<file path="src/rtl/fp16_operand_unpack_pkg.sv">
// Shared FP16 field geometry and the decoded-operand record used by the
// operand unpack block and its field decoder.
package fp16_operand_unpack_pkg;

  localparam int SIGN_W = 1;
  localparam int EXP_W  = 5;
  localparam int FRAC_W = 10;
  localparam int SIG_W  = 11;
  localparam int FP16_W = SIGN_W + EXP_W + FRAC_W;
  localparam int BIAS   = 15;

  localparam logic [EXP_W-1:0] EXP_SPECIAL = EXP_W'(2 * BIAS + 1);
  localparam logic [EXP_W-1:0] EXP_SUBNORM = 5'd1;

  typedef struct packed {
    logic             sign;
    logic [EXP_W-1:0] exp;
    logic [SIG_W-1:0] sig;
    logic             zero;
    logic             special;
  } fp16_dec_t;

  // Exponent an operand offers to the group max: zeros offer nothing.
  function automatic logic [EXP_W-1:0] grp_contrib(input fp16_dec_t d);
    logic [EXP_W-1:0] c;
    if (d.zero) begin
      c = '0;
    end else begin
      c = d.exp;
    end
    return c;
  endfunction

endpackage

</file>
<file path="src/rtl/fp16_field_decode.sv">
// Pure combinational split of an FP16 word into sign, effective exponent,
// significand with explicit leading bit, and zero/special flags.
module fp16_field_decode
  import fp16_operand_unpack_pkg::*;
(
  input  logic [FP16_W-1:0] data,
  output fp16_dec_t         dec
);

  logic [EXP_W-1:0]  exp_field_s;
  logic [FRAC_W-1:0] frac_s;

  assign exp_field_s = data[FRAC_W +: EXP_W];
  assign frac_s      = data[FRAC_W-1:0];

  // Classify by exponent field; subnormals share the exponent of the smallest normal.
  always_comb begin
    dec         = '0;
    dec.sign    = data[FP16_W-1];
    case (exp_field_s)
      5'd0: begin
        dec.exp     = EXP_SUBNORM;
        dec.sig     = {1'b0, frac_s};
        dec.zero    = (frac_s == 10'd0);
        dec.special = 1'b0;
      end
      EXP_SPECIAL: begin
        dec.exp     = EXP_SPECIAL;
        dec.sig     = {1'b1, frac_s};
        dec.zero    = 1'b0;
        dec.special = 1'b1;
      end
      default: begin
        dec.exp     = exp_field_s;
        dec.sig     = {1'b1, frac_s};
        dec.zero    = 1'b0;
        dec.special = 1'b0;
      end
    endcase
  end

endmodule

</file>
<file path="src/rtl/fp16_operand_unpack.sv">
// Single-stage FP16 operand unpacker: decodes each accepted operand, tags the
// last operand of every GROUP_SIZE group and reports that group's max exponent.
module fp16_operand_unpack
  import fp16_operand_unpack_pkg::*;
#(
  parameter int GROUP_SIZE = 4
) (
  input  logic              clk,
  input  logic              rst_n,
  input  logic              in_valid,
  output logic              in_ready,
  input  logic [FP16_W-1:0] in_data,
  output logic              out_valid,
  input  logic              out_ready,
  output logic              out_sign,
  output logic [EXP_W-1:0]  out_exp,
  output logic [SIG_W-1:0]  out_sig,
  output logic              out_zero,
  output logic              out_special,
  output logic              out_last,
  output logic [EXP_W:0]    out_grp_max_exp
);

  localparam int CNT_W = (GROUP_SIZE > 2) ? $clog2(GROUP_SIZE) : 1;
  localparam logic [CNT_W-1:0] CNT_LAST = CNT_W'(GROUP_SIZE - 1);

  fp16_dec_t        dec_s;
  logic             accept_s;
  logic             pop_s;
  logic             is_last_s;
  logic [EXP_W-1:0] contrib_s;
  logic [EXP_W-1:0] max_next_s;
  logic [CNT_W-1:0] cnt_r;
  logic [EXP_W-1:0] run_max_r;

  fp16_field_decode u_decode (
    .data (in_data),
    .dec  (dec_s)
  );

  assign in_ready  = !out_valid || out_ready;
  assign accept_s  = in_valid && in_ready;
  assign pop_s     = out_valid && out_ready;
  assign is_last_s = (cnt_r == CNT_LAST);
  assign contrib_s = grp_contrib(dec_s);

  // Running max including the operand currently being offered.
  always_comb begin
    max_next_s = run_max_r;
    if (contrib_s > run_max_r) begin
      max_next_s = contrib_s;
    end else begin
      max_next_s = run_max_r;
    end
  end

  // Output register, group position counter and running max; a closing
  // operand reports the group max and restarts tracking in the same cycle.
  always_ff @(posedge clk or negedge rst_n) begin
    if (!rst_n) begin
      out_valid       <= 1'b0;
      out_sign        <= 1'b0;
      out_exp         <= '0;
      out_sig         <= '0;
      out_zero        <= 1'b0;
      out_special     <= 1'b0;
      out_last        <= 1'b0;
      out_grp_max_exp <= '0;
      cnt_r           <= '0;
      run_max_r       <= '0;
    end else if (accept_s) begin
      out_valid   <= 1'b1;
      out_sign    <= dec_s.sign;
      out_exp     <= dec_s.exp;
      out_sig     <= dec_s.sig;
      out_zero    <= dec_s.zero;
      out_special <= dec_s.special;
      out_last    <= is_last_s;
      if (is_last_s) begin
        out_grp_max_exp <= {1'b0, max_next_s};
        cnt_r           <= '0;
        run_max_r       <= '0;
      end else begin
        out_grp_max_exp <= '0;
        cnt_r           <= cnt_r + CNT_W'(1);
        run_max_r       <= max_next_s;
      end
    end else if (pop_s) begin
      out_valid       <= 1'b0;
      out_sign        <= 1'b0;
      out_exp         <= '0;
      out_sig         <= '0;
      out_zero        <= 1'b0;
      out_special     <= 1'b0;
      out_last        <= 1'b0;
      out_grp_max_exp <= '0;
    end else begin
      out_valid <= out_valid;
    end
  end

endmodule

</file>
<file path="config.mk">
export PLATFORM = sky130hd
export DESIGN_NAME = fp16_operand_unpack
export DESIGN_NICKNAME = d
export VERILOG_FILES = /design/src/rtl/fp16_operand_unpack_pkg.sv /design/src/rtl/fp16_field_decode.sv /design/src/rtl/fp16_operand_unpack.sv
export SDC_FILE = /design/constraint.sdc
export NUM_CORES = 1
export LEC_CHECK = 0
export BUFFER_PORTS_ARGS = -buffer_cell sky130_fd_sc_hd__buf_2
export CAP_MARGIN = 20
export CORE_UTILIZATION = 35
export CTS_BUF_LIST = sky130_fd_sc_hd__clkbuf_16
export CTS_CLUSTER_DIAMETER = 200
export DETAILED_ROUTE_END_ITERATION = 16
export PLACE_DENSITY = 0.68
export SLEW_MARGIN = 40
export SYNTH_ARGS = -nofsm -noshare
export SYNTH_HDL_FRONTEND = slang
export SYNTH_SLANG_ARGS = --single-unit
</file>
<file path="constraint.sdc">
create_clock -name clk -period 3 [get_ports clk]
set_clock_uncertainty 0.2 [all_clocks]
set_input_delay 0.3 -clock clk [delete_from_list [all_inputs] [get_ports clk]]
set_output_delay 0.3 -clock clk [all_outputs]
set_load 0.02 [all_outputs]
</file>
==> results of run 1 <==
layout by cell type, fill, tap and decap left out, types with 2 or more instances in the layout:
cell type	Yosys	routed
a22o_1	13	13
a32o_1	5	5
buf_2	4	45
buf_4	2	5
clkbuf_16	0	5
dfrtp_1	33	33
ha_1	6	6
inv_1	5	6
mux2i_1	6	5
nand2_1	20	20
nand2b_1	2	2
nor4_1	3	3
o21ai_0	4	4
o21ai_1	7	7
cell type report:
type | count | area [um^2] | share of cell area
Timing Repair Buffer | 51 | 273 | 0.142
Multi-Input combinational cell | 81 | 578 | 0.301
Inverter | 5 | 18.8 | 0.00977
Clock inverter | 3 | 37.5 | 0.0195
Tap cell | 50 | 62.6 | 0.0326
Sequential cell | 33 | 826 | 0.430
Clock buffer | 5 | 125 | 0.0651
cells in the mapped netlist (all sizes together):
library cell  number  area, um^2
dfrtp             33         826
nand2             20        75.1
a22o              14         124
o21ai             11        55.1
buf                6        35.0
ha                 6        75.1
mux2i              6        60.1
a32o               5        50.1
inv                5        18.8
clkbuf             3        11.3
nor4               3        18.8
nand2b             2        12.5
a21o               1        7.51
a21oi              1        5.00
a32oi              1        8.76
and2               1        6.26
and3               1        6.26
conb               1        3.75
dlygate4sd3        1        10.0
mux2               1        11.3
nand4              1        6.26
nand4b             1        8.76
nor2               1        3.75
nor2b              1        6.26
nor3               1        10.0
o21a               1        8.76
or3                1        11.3
path summary, 6_finish.rpt:
kind,startpoint,cells after the start,to,slack (ns)
worst max-delay path,in_data[11],12,out_grp_max_exp[0],0.69
worst min-delay path,in_data[15],2,out_sign,0.05
worst max register to register,run_max_r[3],7,out_grp_max_exp[0],1.01
worst min register to register,out_exp[0],2,out_exp[0],0.27
max in group asynchronous,rst_n,2,run_max_r[4],2.00
min in group asynchronous,rst_n,2,out_grp_max_exp[1],0.30
flip-flops by register name (all words and copies together) (netlist names):
signal,flops
run_max_r,5
out_valid,1
out_zero,1
out_special,1
out_sign,1
out_grp_max_exp,5
cnt_r,2
out_last,1
out_exp,5
out_sig,11
repair_timing:
| item | 4_1_cts | 5_1_grt |
|---|---|---|
| hold buffers | 1 | 0 |
| buffers inserted | 0 | 0 |
| endpoints found under the hold margin | 33 | 0 |
cell families after synthesis:
| logic type | count (synthesis) | synth area share |
|---|---|---|
| flops | 33 | 0.560 |
| buf+inv | 15 | 0.0509 |
| other cells | 1 | 0.00254 |
| simple gates | 33 | 0.112 |
| fa+ha+maj | 6 | 0.0509 |
| mux | 7 | 0.0483 |
| compound gates | 34 | 0.176 |
layer usage:
layer / global-route usage / vias up / routed length [um]
met5: 0 / - / 0
met4: 0.0798 / 0 / 64
met3: 0.0616 / 5 / 200
met2: 0.230 / 43 / 1400
met1: 0.228 / 564 / 1610
li1: - / 557 / -
stage by stage:
| stage | power (mW) | utilization | std cells | hold WS (ns) |
|---|---|---|---|---|
| 2_1_floorplan | 0.888 | - | 129 | -0.196 |
| 3_3_place_gp | 1.01 | 0.433 | 219 | 0.201 |
| 3_5_place_dp | 1.02 | 0.433 | 219 | 0.198 |
| 4_1_cts | 1.59 | 0.476 | 228 | 0.0425 |
| 5_1_grt | 1.67 | 0.477 | 228 | 0.0481 |
| 6_report | 1.58 | 0.477 | 228 | 0.0482 |
worst max-delay path, stage by stage:
cell and delay, ns:
buf_2 0.14, or3_4 0.37, nor3_2 0.17, o21a_2 0.17
inv_1 0.04, ha_1 0.17, nor2b_1 0.11, o21ai_1 0.06
a32oi_1 0.19, buf_4 0.23, mux2i_1 0.23, o21ai_1 0.08
power breakdown:
part / switching, mW / internal, mW
clock: 0.173 / 0.385
sequential: 0.0546 / 0.530
combinational: 0.247 / 0.191
==> summary.txt, run 1 <==
Status
  • Status: completed

GRT
  • Initial antenna violation count: 0
  • Grt ovf: 0
  • First-pass GRT wire length: 5220 um
  • GRT Util Overall: 0.167
  • Vias in the first global route: between 1,000 and 1,500
  • Largest net degree at the start of global routing: 34

CTS
  • Post-cts resize count: 0
  • CTS Buffer Depth: 2
  • CTS tree: yes
  • Clock Sinks: 33
  • H-tree lvl count: 2
  • Clock Latency Late Sink: 0.27 ns
  • Num CTS Buffers: 5
  • Clk slew on worst S/H paths: roughly 0.05 ns
  • Clk root buf: clkbuf_16

Finish
  • Design Area, Final: ~1900 um^2
  • Area growth syn-to-layout: 30.2%
  • Layout cells sized above 1: 0.348
  • Diode count: 0
  • Final nets: 203
  • Fillers: between 300 and 400

Synthesis
  • Avg Inst Size Synth: around 11 um^2
  • Seq/Total Area, Yosys: 0.560
  • Syn Inst Count: roughly 130
  • Mapped Area: around 1500 um^2
  • FF+latch count, synth: 33
  • Synth Net Count: roughly 160
  • Distinct cell type count after synthesis: 30
  • Yosys warnings: 0

Run
  • Max_cap viols: 0

Drt
  • Vias per cell: between 5 and 6
  • Iter 0 DRT Violations: 66
  • Routed Wire Length: 3270 um
  • Via count: about 1,200
  • Mean routed wirelength per cell: between 10 and 15 um
  • Final ANT Viol Nets: 0
  • Drc violations: 0
  • Pre-Repair DR Iteration Count: 4

Floorplanning
  • DIE HEIGHT: 66.9 um
  • Row cnt: 23
  • Die width: roughly 67 um
  • IO Pins: 48
  • Starting Density: 0.366
  • Die area: ~4500 um^2
  • Core area: just over 4000 um^2

Power
  • Power density cells: approximately 800 nW/um^2
  • Leak pwr: about 1 nW
  • Worst IR drop on VDD: approximately 0.32 mV

Placement
  • RD Place Congestion: between 0.8 and 0.9
  • Placed cell areas: approximately 1700 um^2
  • Pre-CTS setup slack: just over 0.4 ns
  • IO buf count: 46
  • HPWL Detailed: approximately 2300 um

Timing
  • RSZ-0062 raised after global routing: no
  • Fin Setup TNS: 0 ns
  • Highest clock rate: 433 MHz
  • Pins Over Slew Limit: 0
  • Hold Fails Final Rpt: 0
  • Setup violators final: 0
  • Fin crit share: 0.769
  • Setup WS post-layout: just under 0.7 ns
  • Tmin final: ~2.3 ns

Worst setup path
  • Setup CP Type: input port to register
  • Req. time, crit path: around 3.0 ns
  • Worst path arrival time: 2.26 ns
  • Critical Path Start Type: input port
  • Crit path capture type: register
  • CP Max Fanout: 10

Hold path
  • Worst hold path class: input port to register
Note: power is estimated with default switching activity, not from simulation.
==> run 2, diff against run 1 <==
==> constraint.sdc (replaced) <==
create_clock -name clk -period 2.4 [get_ports clk]
set_clock_uncertainty 0.2 [all_clocks]
set_input_delay 0.24 -clock clk [delete_from_list [all_inputs] [get_ports clk]]
set_output_delay 0.24 -clock clk [all_outputs]
set_load 0.02 [all_outputs]
==> run 2 against run 1 <==
Net effect:
- sequential share of layout area down 1.7 points
- first-iteration DRC count up 1.5%
- critical path depth down 1
- worst hold slack worse by 0.043 ns
- sequential power up 26%
- count of clock-buffer cells in the layout unchanged
- setup slack worse by 0.48 ns
- final cell count up 4.4%
- combinational power up 38%
- clock power up 4.5%
==> summary.txt, run 2 (synthesis gave the netlist of run 1 again) <==
Floorplanning
  • DIE HEIGHT: 66.9 um (unchanged)
  • Die width: 66.9 um (unchanged)
  • Die area: 4480 um^2 (unchanged)
  • IO Pins: 48 (unchanged)
  • Row cnt: 23 (unchanged)
  • Core area: 4030 um^2 (unchanged)
  • Starting Density: 0.366 (unchanged)

Timing
  • RSZ-0062 raised after global routing: no (unchanged)
  • Hold Fails Final Rpt: 0 (unchanged)
  • Worst slew pin tran: around 0.53 ns
  • Fin Setup TNS: 0 ns (unchanged)
  • Pins Over Slew Limit: 0 (unchanged)
  • Fin crit share: 0.912
  • Tmin final: ~2.2 ns
  • Highest clock rate: approximately 460 MHz
  • Setup violators final: 0 (unchanged)
  • Setup WS post-layout: 0.210 ns (was 0.693 ns)
  • Slew HR: 0.643

Finish
  • Fillers: 373 (was 386)
  • Fin util: 0.497 (was 0.477)
  • Most common cell after layout, fill and taps aside: buf_2 (unchanged)
  • Final nets: 213 (was 203)
  • Area growth syn-to-layout: 35.7% (was 30.2%)
  • Max reg flops: 11 (unchanged)
  • Largest Register: out_sig (unchanged)
  • Design Area, Final: 2000 um^2 (was 1920 um^2)
  • Layout cells sized above 1: 0.372 (was 0.348)
  • Most frequent cells in the layout: 46 x buf_2, 33 x dfrtp_1, 20 x nand2_1 (was 45 x buf_2, 33 x dfrtp_1, 20 x nand2_1)
  • Diode count: 0 (unchanged)

CTS
  • Post-cts resize count: 0 (unchanged)
  • CTS Hold Bufs: 2 (was 1)
  • H-tree lvl count: 2 (unchanged)
  • CTS tree: yes (unchanged)
  • Num CTS Buffers: 5 (unchanged)
  • Clk root buf: clkbuf_16 (unchanged)
  • Clock Sinks: 33 (unchanged)
  • Postcts setup bufs: 0 (unchanged)
  • Clk slew on worst S/H paths: 0.05 ns (about the same)
  • CTS Buffer Depth: 2 (unchanged)
  • Clock Latency Late Sink: 0.27 ns (about the same)

Placement
  • Pre-CTS setup slack: -0.108 ns (was 0.404 ns)
  • Placed cell areas: 1820 um^2 (was 1750 um^2)
  • IO buf count: 46 (unchanged)
  • HPWL Detailed: 2420 um (was 2300 um)
  • RD Place Congestion: 0.883 (was 0.829)

Drt
  • Routed Wire Length: 3370 um (was 3270 um)
  • Vias per cell: 5.00 (was 5.13)
  • Mean routed wirelength per cell: 14.2 um (was 14.3 um)
  • Drc violations: 0 (unchanged)
  • Via count: 1,189 (was 1,169)
  • Final ANT Viol Nets: 0 (unchanged)
  • Pre-Repair DR Iteration Count: 4 (unchanged)
  • Iter 0 DRT Violations: 67 (was 66)

Power
  • Clock network power share: 0.303 (was 0.353)
  • Seq pwr share: 0.381 (was 0.370)
  • Worst IR drop on VDD: 0.376 mV (was 0.325 mV)
  • Switching Power: 599 uW (was 475 uW)
  • Combinational power share: 0.315 (was 0.277)
  • Net Sw Frac: 0.311 (was 0.300)
  • Internal: 1.32 mW (was 1.11 mW)
  • Tot Pwr: 1.92 mW (was 1.58 mW)
  • Power density cells: 960 nW/um^2 (was 823 nW/um^2)
  • Leak pwr: 1.05 nW (was 1.00 nW)

GRT
  • Vias in the first global route: 1,109 (was 1,055)
  • GRT Util Overall: 0.171 (was 0.167)
  • First-pass GRT wire length: 5420 um (was 5220 um)
  • Largest net degree at the start of global routing: 34 (unchanged)
  • Initial antenna violation count: 0 (unchanged)
  • Grt ovf: 0 (unchanged)

Worst setup path
  • R2R Path End: run_max_r[2] (was out_grp_max_exp[0])
  • Req. time, crit path: 2.34 ns (was 2.96 ns)
  • Reg2reg setup slack: 0.35 ns (was 1.01 ns)
  • Setup CP Type: input port to register (unchanged)
  • CP Max Fanout: 6 (was 10)
  • Reg2reg path depth: 8 (was 7)
  • Worst path arrival time: 2.13 ns (was 2.26 ns)
  • Crit path capture type: register (unchanged)
  • Worst R2R Start: run_max_r[3] (unchanged)
  • Critical Path Start Type: input port (unchanged)

Run
  • Max_cap viols: 0 (unchanged)

Hold path
  • Worst hold path class: input port to register (unchanged)
  • Hold_sp: in_data[1] (was in_data[15])
  • Hold Path Depth: 2 (unchanged)
  • Worst Hold End: out_sig[1] (was out_sign)

Status
  • Status: completed (unchanged)
-- run 2: cell count changes in the layout (fill, tap and decap cells not counted), sizes merged --
| cell | delta |
|---|---|
| clkinv | -1 |
| dlygate4sd3 | +1 |
| buf | +9 |
| inv | +2 |
| bufinv | -1 |
-- run 2: how the worst max path moves through the flow --
stage	end	start	slack, ns	cells past startpoint
floorplan	out_grp_max_exp[0]	in_data[10]	0.20	11
global placement	out_grp_max_exp[0]	in_data[1]	-0.08	11
detailed placement	out_grp_max_exp[0]	in_data[1]	-0.11	11
CTS	out_grp_max_exp[4]	in_data[1]	0.17	11
global route	out_grp_max_exp[2]	in_data[1]	0.03	11
finish	out_grp_max_exp[4]	in_data[1]	0.21	11
-- run 2: final cells by class --
class	count	area (um^2)	area share
Clock buffer	5	125	0.0625
Clock inverter	3	11.3	0.00563
Sequential cell	33	826	0.413
Inverter	5	18.8	0.00938
Multi-Input combinational cell	81	578	0.289
Tap cell	50	62.6	0.0313
Timing Repair Buffer	61	380	0.190
-- run 2: critical path, stage by stage --
cell	delay [ns]
buf_2	0.10
nor4_1	0.34
buf_4	0.17
nand4b_1	0.11
o21a_2	0.15
inv_1	0.05
ha_1	0.22
a32oi_1	0.24
buf_4	0.22
mux2i_1	0.20
o21ai_1	0.09
-- run 2: power groups by stage --
stage	clock [mW]	combinational (mW)	sequential, mW
after floorplan	0	0.321	0.789
after global placement	0	0.586	0.739
after detailed placement	0	0.594	0.740
after CTS	0.588	0.602	0.732
after global routing	0.620	0.666	0.748
final	0.583	0.606	0.733
-- run 2: metal layers --
layer,vias up,track usage,routed length (um)
met2,42,0.250,1500
met1,565,0.227,1600
li1,576,-,-
met5,-,0,0
met3,6,0.0497,210
met4,0,0.0878,59
-- run 2: metrics by stage --
step                      hold slack (ns)  instances
after floorplan                    -0.256        129
after global placement              0.138        227
after detailed placement            0.138        227
after CTS                         0.00313        237
after global routing              0.00826        238
final                             0.00512        238
